`src/rtl/pipeline_defs_pkg.sv`:
```
// ----------------------------------------------------------------------------
// pipeline_defs
//   Shared definitions for the instruction fetch front end: datapath widths,
//   fetch-state encoding, and the {pc, pc4, instr} entry carried from the
//   prefetch queue to the IF/ID register.
// ----------------------------------------------------------------------------
package pipeline_defs;

    localparam int unsigned PC_WIDTH    = 32;
    localparam int unsigned INSTR_WIDTH = 32;

    // Fetch sequencer states
    typedef enum logic [1:0] {
        IDLE  = 2'd0,   // queue full, no request outstanding
        FETCH = 2'd1,   // request to fpc outstanding
        DROP  = 2'd2    // stale request outstanding after a redirect
    } fetch_state_e;

    // One prefetched instruction
    typedef struct packed {
        logic [PC_WIDTH-1:0]    pc;
        logic [PC_WIDTH-1:0]    pc4;
        logic [INSTR_WIDTH-1:0] instr;
    } fetch_entry_t;

    // Sequential successor of a word address; wraps modulo 2^PC_WIDTH
    function automatic logic [PC_WIDTH-1:0] pc_plus4(input logic [PC_WIDTH-1:0] pc);
        return pc + PC_WIDTH'(4);
    endfunction

endpackage

```
`src/rtl/fetch_fifo.sv`:
```
// ----------------------------------------------------------------------------
// fetch_fifo
//   DEPTH-entry register-array FIFO of fetch entries with a registered head
//   read port. The head registers are loaded with the entry that will be at
//   the front after this edge, so a pop shows the next entry in the following
//   cycle without a bubble.
//
//   Ports
//     clock, reset_0 : clock, asynchronous active-high reset
//     push/push_entry: write one entry at the tail
//     pop            : consume the head (ignored when empty)
//     flush          : discard all entries; overrides push and pop
//     valid          : head entry is valid
//     head           : current head entry
//     count          : number of occupied entries
// ----------------------------------------------------------------------------
module fetch_fifo
    import pipeline_defs::*;
#(
    parameter int unsigned DEPTH = 4
) (
    input  logic                   clock,
    input  logic                   reset_0,
    input  logic                   push,
    input  fetch_entry_t           push_entry,
    input  logic                   pop,
    input  logic                   flush,
    output logic                   valid,
    output fetch_entry_t           head,
    output logic [$clog2(DEPTH):0] count
);

    localparam int unsigned      PTR_W = $clog2(DEPTH);
    localparam int unsigned      CNT_W = PTR_W + 1;
    localparam logic [CNT_W-1:0] FULL  = CNT_W'(DEPTH);

    fetch_entry_t     mem [DEPTH];
    logic [PTR_W-1:0] rd_ptr;
    logic [PTR_W-1:0] wr_ptr;
    logic [PTR_W-1:0] rd_next;
    logic [CNT_W-1:0] count_next;
    logic             do_push;
    logic             do_pop;
    fetch_entry_t     head_next;

    // Effective operations and the head/occupancy after this edge
    always_comb begin
        do_push    = push && !flush;
        do_pop     = pop && valid && !flush;
        rd_next    = rd_ptr + PTR_W'(do_pop);
        count_next = count + CNT_W'(do_push) - CNT_W'(do_pop);
        // The entry being written becomes the head only when the queue would
        // otherwise be empty; in that case it bypasses the array.
        if (do_push && (wr_ptr == rd_next)) begin
            head_next = push_entry;
        end else begin
            head_next = mem[rd_next];
        end
    end

    // Storage array; contents are qualified by count, so no reset needed
    always_ff @(posedge clock) begin
        if (do_push) begin
            mem[wr_ptr] <= push_entry;
        end
    end

    // Pointers, occupancy and registered head port
    always_ff @(posedge clock or posedge reset_0) begin
        if (reset_0) begin
            rd_ptr <= '0;
            wr_ptr <= '0;
            count  <= '0;
            valid  <= 1'b0;
            head   <= '0;
        end else if (flush) begin
            rd_ptr <= '0;
            wr_ptr <= '0;
            count  <= '0;
            valid  <= 1'b0;
        end else begin
            rd_ptr <= rd_next;
            wr_ptr <= wr_ptr + PTR_W'(do_push);
            count  <= count_next;
            valid  <= (count_next != '0);
            head   <= head_next;
        end
    end

    // The sequencer never requests a word it has no room for
    a_no_push_when_full: assert property (
        @(posedge clock) disable iff (reset_0) !(do_push && (count == FULL))
    );

endmodule

```
`src/rtl/fetch_queue.sv`:
```
// ----------------------------------------------------------------------------
// fetch_queue
//   Instruction prefetch buffer between a variable-latency instruction memory
//   and the IF/ID register. Fetches sequential words into a small FIFO,
//   absorbs memory wait states and decode stalls, and flushes/refetches on a
//   redirect from ID.
//
//   Ports
//     clock, reset_0            : clock, asynchronous active-high reset
//     imem_req, imem_addr       : fetch request; held until imem_ack
//     imem_ack, imem_data       : memory completion and returned word
//     redirect, redirect_pc     : branch/jump taken in ID; new fetch address
//     stall                     : IF/ID hold, head is not consumed
//     valid_out                 : head entry valid
//     pc_out, pc4_out, instr_out: head entry fields
//     fill_count                : occupied entries
// ----------------------------------------------------------------------------
module fetch_queue
    import pipeline_defs::*;
#(
    parameter int unsigned         DEPTH    = 4,
    parameter logic [PC_WIDTH-1:0] RESET_PC = 32'h0000_0000
) (
    input  logic                   clock,
    input  logic                   reset_0,
    output logic                   imem_req,
    output logic [PC_WIDTH-1:0]    imem_addr,
    input  logic                   imem_ack,
    input  logic [INSTR_WIDTH-1:0] imem_data,
    input  logic                   redirect,
    input  logic [PC_WIDTH-1:0]    redirect_pc,
    input  logic                   stall,
    output logic                   valid_out,
    output logic [PC_WIDTH-1:0]    pc_out,
    output logic [PC_WIDTH-1:0]    pc4_out,
    output logic [INSTR_WIDTH-1:0] instr_out,
    output logic [$clog2(DEPTH):0] fill_count
);

    localparam int unsigned      CNT_W = $clog2(DEPTH) + 1;
    localparam logic [CNT_W-1:0] FULL  = CNT_W'(DEPTH);

    fetch_state_e        state;
    fetch_state_e        state_next;
    logic [PC_WIDTH-1:0] fpc;
    logic [PC_WIDTH-1:0] fpc_next;
    logic [PC_WIDTH-1:0] addr_next;
    logic                req_next;
    logic                push;
    logic                pop;
    logic [CNT_W-1:0]    count_after;
    logic                has_room;
    fetch_entry_t        push_entry;
    fetch_entry_t        head;

    // Queue operations this cycle; a redirect suppresses both
    always_comb begin
        pop         = valid_out && !stall && !redirect;
        push        = (state == FETCH) && imem_ack && !redirect;
        count_after = fill_count + CNT_W'(push) - CNT_W'(pop);
        has_room    = (count_after < FULL);
        push_entry  = '{pc: fpc, pc4: pc_plus4(fpc), instr: imem_data};
    end

    // Next-state, next fetch address and next request
    always_comb begin
        state_next = state;
        fpc_next   = fpc;
        req_next   = 1'b0;
        addr_next  = imem_addr;

        if (redirect) begin
            fpc_next = redirect_pc;
        end else if (push) begin
            fpc_next = pc_plus4(fpc);
        end

        case (state)
            IDLE: begin
                // An ack here is a protocol error and is ignored
                if (redirect || has_room) begin
                    state_next = FETCH;
                end
            end
            FETCH: begin
                if (redirect) begin
                    // Without ack the request cannot be withdrawn: wait it out
                    state_next = imem_ack ? FETCH : DROP;
                end else if (imem_ack && !has_room) begin
                    state_next = IDLE;
                end
            end
            DROP: begin
                if (imem_ack) begin
                    state_next = FETCH;
                end
            end
            default: begin
                state_next = FETCH;
            end
        endcase

        req_next = (state_next != IDLE);
        // DROP keeps presenting the stale address until its ack
        if (state_next == FETCH) begin
            addr_next = fpc_next;
        end
    end

    // Sequencer state and registered request port
    always_ff @(posedge clock or posedge reset_0) begin
        if (reset_0) begin
            state     <= FETCH;
            fpc       <= RESET_PC;
            imem_req  <= 1'b1;
            imem_addr <= RESET_PC;
        end else begin
            state     <= state_next;
            fpc       <= fpc_next;
            imem_req  <= req_next;
            imem_addr <= addr_next;
        end
    end

    fetch_fifo #(
        .DEPTH (DEPTH)
    ) u_fifo (
        .clock      (clock),
        .reset_0    (reset_0),
        .push       (push),
        .push_entry (push_entry),
        .pop        (pop),
        .flush      (redirect),
        .valid      (valid_out),
        .head       (head),
        .count      (fill_count)
    );

    assign pc_out    = head.pc;
    assign pc4_out   = head.pc4;
    assign instr_out = head.instr;

    // Memory must not complete a request that was never issued
    a_no_ack_in_idle: assert property (
        @(posedge clock) disable iff (reset_0) !((state == IDLE) && imem_ack)
    );

endmodule

```
`config.mk`:
```
export PLATFORM = sky130hd
export DESIGN_NAME = fetch_queue
export DESIGN_NICKNAME = d
export VERILOG_FILES = /design/src/rtl/pipeline_defs_pkg.sv /design/src/rtl/fetch_fifo.sv /design/src/rtl/fetch_queue.sv
export SDC_FILE = /design/constraint.sdc
export NUM_CORES = 1
export LEC_CHECK = 0
export BUFFER_PORTS_ARGS = -buffer_cell sky130_fd_sc_hd__buf_2
export CORE_MARGIN = 3
export CORE_UTILIZATION = 48
export DETAILED_ROUTE_END_ITERATION = 8
export PLACE_DENSITY_LB_ADDON = 0.2
export SYNTH_ARGS = -nofsm -noshare
export SYNTH_HDL_FRONTEND = slang
export SYNTH_SLANG_ARGS = --single-unit
```
`constraint.sdc`:
```
create_clock -name clock -period 18.1 [get_ports clock]
set_input_delay 0.905 -clock clock [delete_from_list [all_inputs] [get_ports clock]]
set_output_delay 0.905 -clock clock [all_outputs]
set_load 0.1 [all_outputs]
```
# ---- Yosys cells after proc, flatten, opt, wreduce, memory -nomap -nowiden
# Memory sizes are Yosys's and may differ from the RTL's. A register that Yosys moved wholly into a read port is not among the register bits.
# Index checks and enable logic that the tools add are counted.
dict set report word_totals {
  elab_cells 50
  ramBits 384
  ff_bits 75
  mem_bits_ro 0
  latch_bits 0
  mem_count 1
}
dict set report classes {
  order_cmp 1
  n_addsub 7
  mul 0
  eq_ne 3
  bitwise_logic 0
  shift 0
  div_mod_pow 0
  muxes 14
  reduce_logical 16
}
# memory depth width rd rd_ports_with_merged_regs write_ports line
set memory_table {}
lappend memory_table {u_fifo.mem 4 96 1 1 1 fetch_fifo.sv:37} ;# fetch_entry_t mem [DEPTH];
# cell n
set op_table {}
lappend op_table {{32-bit two-way mux} 2}
lappend op_table {{32-bit by 3-bit adder with 32-bit output, second input constant} 1}
lappend op_table {{2-bit two-way mux} 7}
lappend op_table {{1-bit logical AND} 8}
lappend op_table {{3-bit by 1-bit adder with 3-bit output} 2}
lappend op_table {{2-bit one-hot mux with 3 select lines} 1}
lappend op_table {{3-bit by 1-bit subtractor with 3-bit output} 2}
lappend op_table {{2-bit by 1-bit adder with 2-bit output} 2}
lappend op_table {{2-bit by 1-bit equality test with 1-bit output, second input constant} 2}
lappend op_table {{1-bit logical NOT} 4}
lappend op_table {{3-bit less-than comparator, second input constant} 1}
lappend op_table {{1-bit two-way mux} 3}
lappend op_table {{3-bit two-way mux} 1}
lappend op_table {{3-bit nonzero test} 1}
lappend op_table {{2-bit equality test, second input constant} 1}
lappend op_table {{2-bit logical NOT} 1}
lappend op_table {{2-bit nonzero test} 1}
lappend op_table {{1-bit logical OR} 1}

# ---- Longest topological paths before layout
dict set report logic_depth {
  depth_word 12
  mapped_depth 14
}

# ---- Hierarchy
# From an unflattened synthesis, not the netlist that was laid out.
dict set report hier_totals {
  hier_cells 1488
  hier_area_um2 25255.5
}
# mod area_per_inst_um2 seq_area_each_um2 instances cells_per_inst
set by_module_without_submodules {}
lappend by_module_without_submodules {fetch_fifo 21501.9 14133.6 1 1106}
lappend by_module_without_submodules {fetch_queue 3753.6 1679.1 1 382}

# ---- Worst setup path after synthesis
# No wires, ideal clock.
dict set report synth_timing {
  path_type {input port to flip-flop}
  from {in redirect}
  to {mem u_fifo.mem[0][0] in the netlist's numbering (enable)}
  cell_stages 5
  slack_ns 6.664
  t_arrival_ns 10.659
  cell_sequence {clkbuf_1 clkbuf_1 clkbuf_1 clkbuf_1 nor4_1}
}
dict set report synth_via {
  elab_chain_cells 5
}
# item line
set synth_lines {}
lappend synth_lines {{start: declaration} fetch_queue.sv:30} ;# input logic redirect,
lappend synth_lines {{1-bit logical NOT *} {fetch_fifo.sv:48, fetch_queue.sv:59}}
lappend synth_lines {{1-bit logical AND} fetch_queue.sv:59} ;# push = (state == FETCH) && imem_ack && !redirect;
lappend synth_lines {{1-bit logical AND *} fetch_fifo.sv:48} ;# do_push = push && !flush;
lappend synth_lines {{1-bit two-way mux *} fetch_fifo.sv:63} ;# if (do_push) begin
lappend synth_lines {{1-bit two-way mux (implied by the code) *} fetch_fifo.sv:64} ;# mem[wr_ptr] <= push_entry;
lappend synth_lines {{end: declaration} fetch_fifo.sv:37}
# Every way passes the cells marked *; elsewhere a longest branch is shown, timed or not.

# ---- Final worst setup path
dict set report layout_timing {
  from {in redirect}
  to {reg, netlist name u_fifo.head[69]}
}
dict set report layout_via {
  elab_chain_cells 5
  elab_cells_between_ends 6
  cone_classes {add/sub: 1; reduce/logical: 5}
}
# item line
set layout_lines {}
lappend layout_lines {{1-bit logical NOT} {fetch_fifo.sv:49, fetch_queue.sv:58}}
lappend layout_lines {{1-bit logical AND} fetch_queue.sv:58} ;# pop = valid_out && !stall && !redirect;
lappend layout_lines {{1-bit logical AND (2 in a row)} fetch_fifo.sv:49} ;# do_pop = pop && valid && !flush;
lappend layout_lines {{2-bit by 1-bit adder with 2-bit output} fetch_fifo.sv:50} ;# rd_next = rd_ptr + PTR_W'(do_pop);
# Several ways; a longest one is shown, not always the timed one.
# A chain may end at the register's enable or synchronous reset.

==> results.yml <==
yosys:
  ys_types: 60
  synth_top_area_frac: 0.5120
  synth_cells: 1351
  synth_async_sr_flop_share: 0.3101
  synth_edf_count: 376
  yosysSeqAreaShare: 0.7039
  synth_area_leaders: "edfxtp_1 (51%), dfrtp_1 (19%), mux4_2 (9.6%)"
  ys_ff_latch: 545
  synthFlopType: "edfxtp_1"
  syn_area_um2: 22050
  avgSynthCellArea_um2: 16.32
  synth_top_cell_by_area: "edfxtp_1"
  yosysWarnings: 0
  syn_nets: 1428
global_routing:
  grt_pass1_vias: 12840
  antenna_found_initial: 0
  grt_pass1_wl_mm: 79.74
  grt_usage: 0.2184
  overflow: 0
  grt_max_degree: 104
setup_path:
  cpMostUsedCell: "buf_4"
  slowest_stage: "xor2_4"
  criticalPathCategory: "input pin to register"
  cp_num_cells: 9
  cp_max_fo: 61
  arrival_ps: 4640
  reg2regPathDepth: 8
  path_buf_inv: 3
  endpoint_kind: "register"
  start_kind: "input pin"
  crit_family: "buffers and inverters"
  cp_data_required_time_ps: 18550
  critical-path-max-stage-delay_ps: 850
  cp_cell_sequence: "buf_6 > nor3b_1 > ha_4 > xor2_4 > buf_4 > buf_4 > mux4_2 > mux2i_1 > o21ai_0"
die:
  die-area_um2: 48550
  die_w_um: 220.3
  coreArea_um2: 44800
  io_pins: 202
  dieHeight_um: 220.3
  start_util: 0.4922
  core.rowCount: 77
pwr:
  peakVddDrop_mv: 0.1393
  power.density_nw_per_um2: 155.8
  p_leak_nw: 9.595
clock_network:
  cts_tree: "done"
  clock_latency_ps: 600
  postCtsHoldBufs: 0
  path_clk_slew_ps: 60
  root_buffer: "clkbuf_16"
  post_cts.repair.setup_buffers: 0
  htree_levels: 2
  numCtsBuffers: 54
  cts-resized-gates: 0
  clock_sinks: 545
  clock_path_buffers: 3
placed_design:
  pre_cts_ws_ps: 13280
  port_buffers: 201
  dpl.hpwl_mm: 31.24
  place_congestion: 0.7918
finish:
  area_growth_pct: 15.93
  diodes: 0
  final_common_cell: "edfxtp_1"
  most-common-layout-cells: "edfxtp_1 (376), buf_2 (200), dfrtp_1 (167)"
  nets: 1618
  drive_gt1_frac: 0.2924
  fillCellCount: 3485
drt:
  drc: 0
  viasPerCell: 5.803
  drtPass1Iterations: 5
  ant_nets: 0
  drt_iter0_drc: 1001
  drt-total-wl_mm: 52.02
  vias: 12640
  wl_per_cell_um: 23.88
sta:
  fin_ws_ps: 13910
  hold_viol: 0
  relSlewSlack: 0.2194
  fin_worst_skew_ps: 20.21
  drv_slew: 0
  period_minus_slack_ps: 4193
  period_share: 0.2317
  tightest_slew_ps: 1160
  grt_setup_unrepaired: "false"
  fmax_mhz: 238.5
  fin_setup_tns_ps: 0
  setup_viol: 0
  hold_ws_ps: 475.8
run:
  maxCapViolations: 0
worst_hold_path:
  hold_path_class: "input pin to asynchronous set/reset pin"
outcome:
  status: "finished, final reports clean"
[where the power goes]
part           leakage (nW)  switching [mW]  internal [mW]
sequential             5.41           0.102           1.49
clock                 0.938           0.464          0.696
combinational          3.25           0.961          0.269
[cells in the mapped netlist, types with 17 or more instances]
library cell	count
o21ai_0	105
nor2_1	29
edfxtp_1	376
mux2_2	34
nand2_1	120
clkbuf_1	47
mux4_2	94
inv_1	27
nand3_1	22
a21oi_1	19
dfrtp_1	167
xnor2_1	24
mux2i_1	71
buf_1	17
buf_2	18
[sequential cells by signal, indices dropped and copies added (netlist names)]
signal and count:
u_fifo.mem 376, fpc 32, u_fifo.count 3, imem_req 1, state 2, u_fifo.head 94
imem_addr 32, u_fifo.valid 1, u_fifo.rd_ptr 2, u_fifo.wr_ptr 2
[path summary, 6_finish.rpt]
check                                            start  slack (ps)                           to
max                                           redirect       13910  u_fifo.head[69]$_DFFE_PP0N_
min                                            reset_0         480  u_fifo.head[14]$_DFFE_PP0N_
max reg2reg                     u_fifo.valid$_DFF_PP0_       14160  u_fifo.head[69]$_DFFE_PP0N_
min reg2reg                u_fifo.head[24]$_DFFE_PP0N_         480  u_fifo.head[24]$_DFFE_PP0N_
max in group asynchronous                      reset_0       16130            fpc[11]$_DFF_PP0_
min in group clock         u_fifo.head[24]$_DFFE_PP0N_         480  u_fifo.head[24]$_DFFE_PP0N_
[cell families (layout without fill, tap and decap cells)]
family | after synthesis | in the layout | share of synthesized area
buffers and inverters | 113 | 349 | 0.02094
AND/OR/NAND/NOR | 263 | 263 | 0.05873
adder cells (fa/ha/maj) | 8 | 8 | 0.004880
AO/OA/AOI/OAI | 185 | 185 | 0.05022
XOR/XNOR | 38 | 38 | 0.01572
flip-flops | 545 | 545 | 0.7039
multiplexers | 199 | 199 | 0.1456
[metrics by stage]
stage	instances	utilization	area, µm²	power, mW
floorplan	1351	-	22050	2.595
global route	2179	0.5706	25560	4.130
finish	2179	0.5706	25560	3.982
global placement	2077	0.5286	23680	2.842
detailed placement	2077	0.5286	23680	2.855
CTS	2179	0.5706	25560	4.020
[area by class of cell]
| cell class | instances | area (µm²) | share of cell area |
|---|---|---|---|
| Clock inverter | 26 | 296.5 | 0.01160 |
| Sequential cell | 545 | 15520 | 0.6072 |
| Inverter | 27 | 108.9 | 0.004258 |
| Timing Repair Buffer | 220 | 1155 | 0.04518 |
| Multi-Input combinational cell | 693 | 6155 | 0.2408 |
| Tap cell | 592 | 740.7 | 0.02898 |
| Clock buffer | 76 | 1585 | 0.06201 |
[metal layers]
metal,track usage,vias up,share of wire
met1,0.3193,6599,0.44
met5,0,-,0
met2,0.3509,390,0.48
li1,-,5593,-
met4,0.05838,0,0.019
met3,0.02994,62,0.054
(Power assumes the default switching activity.)
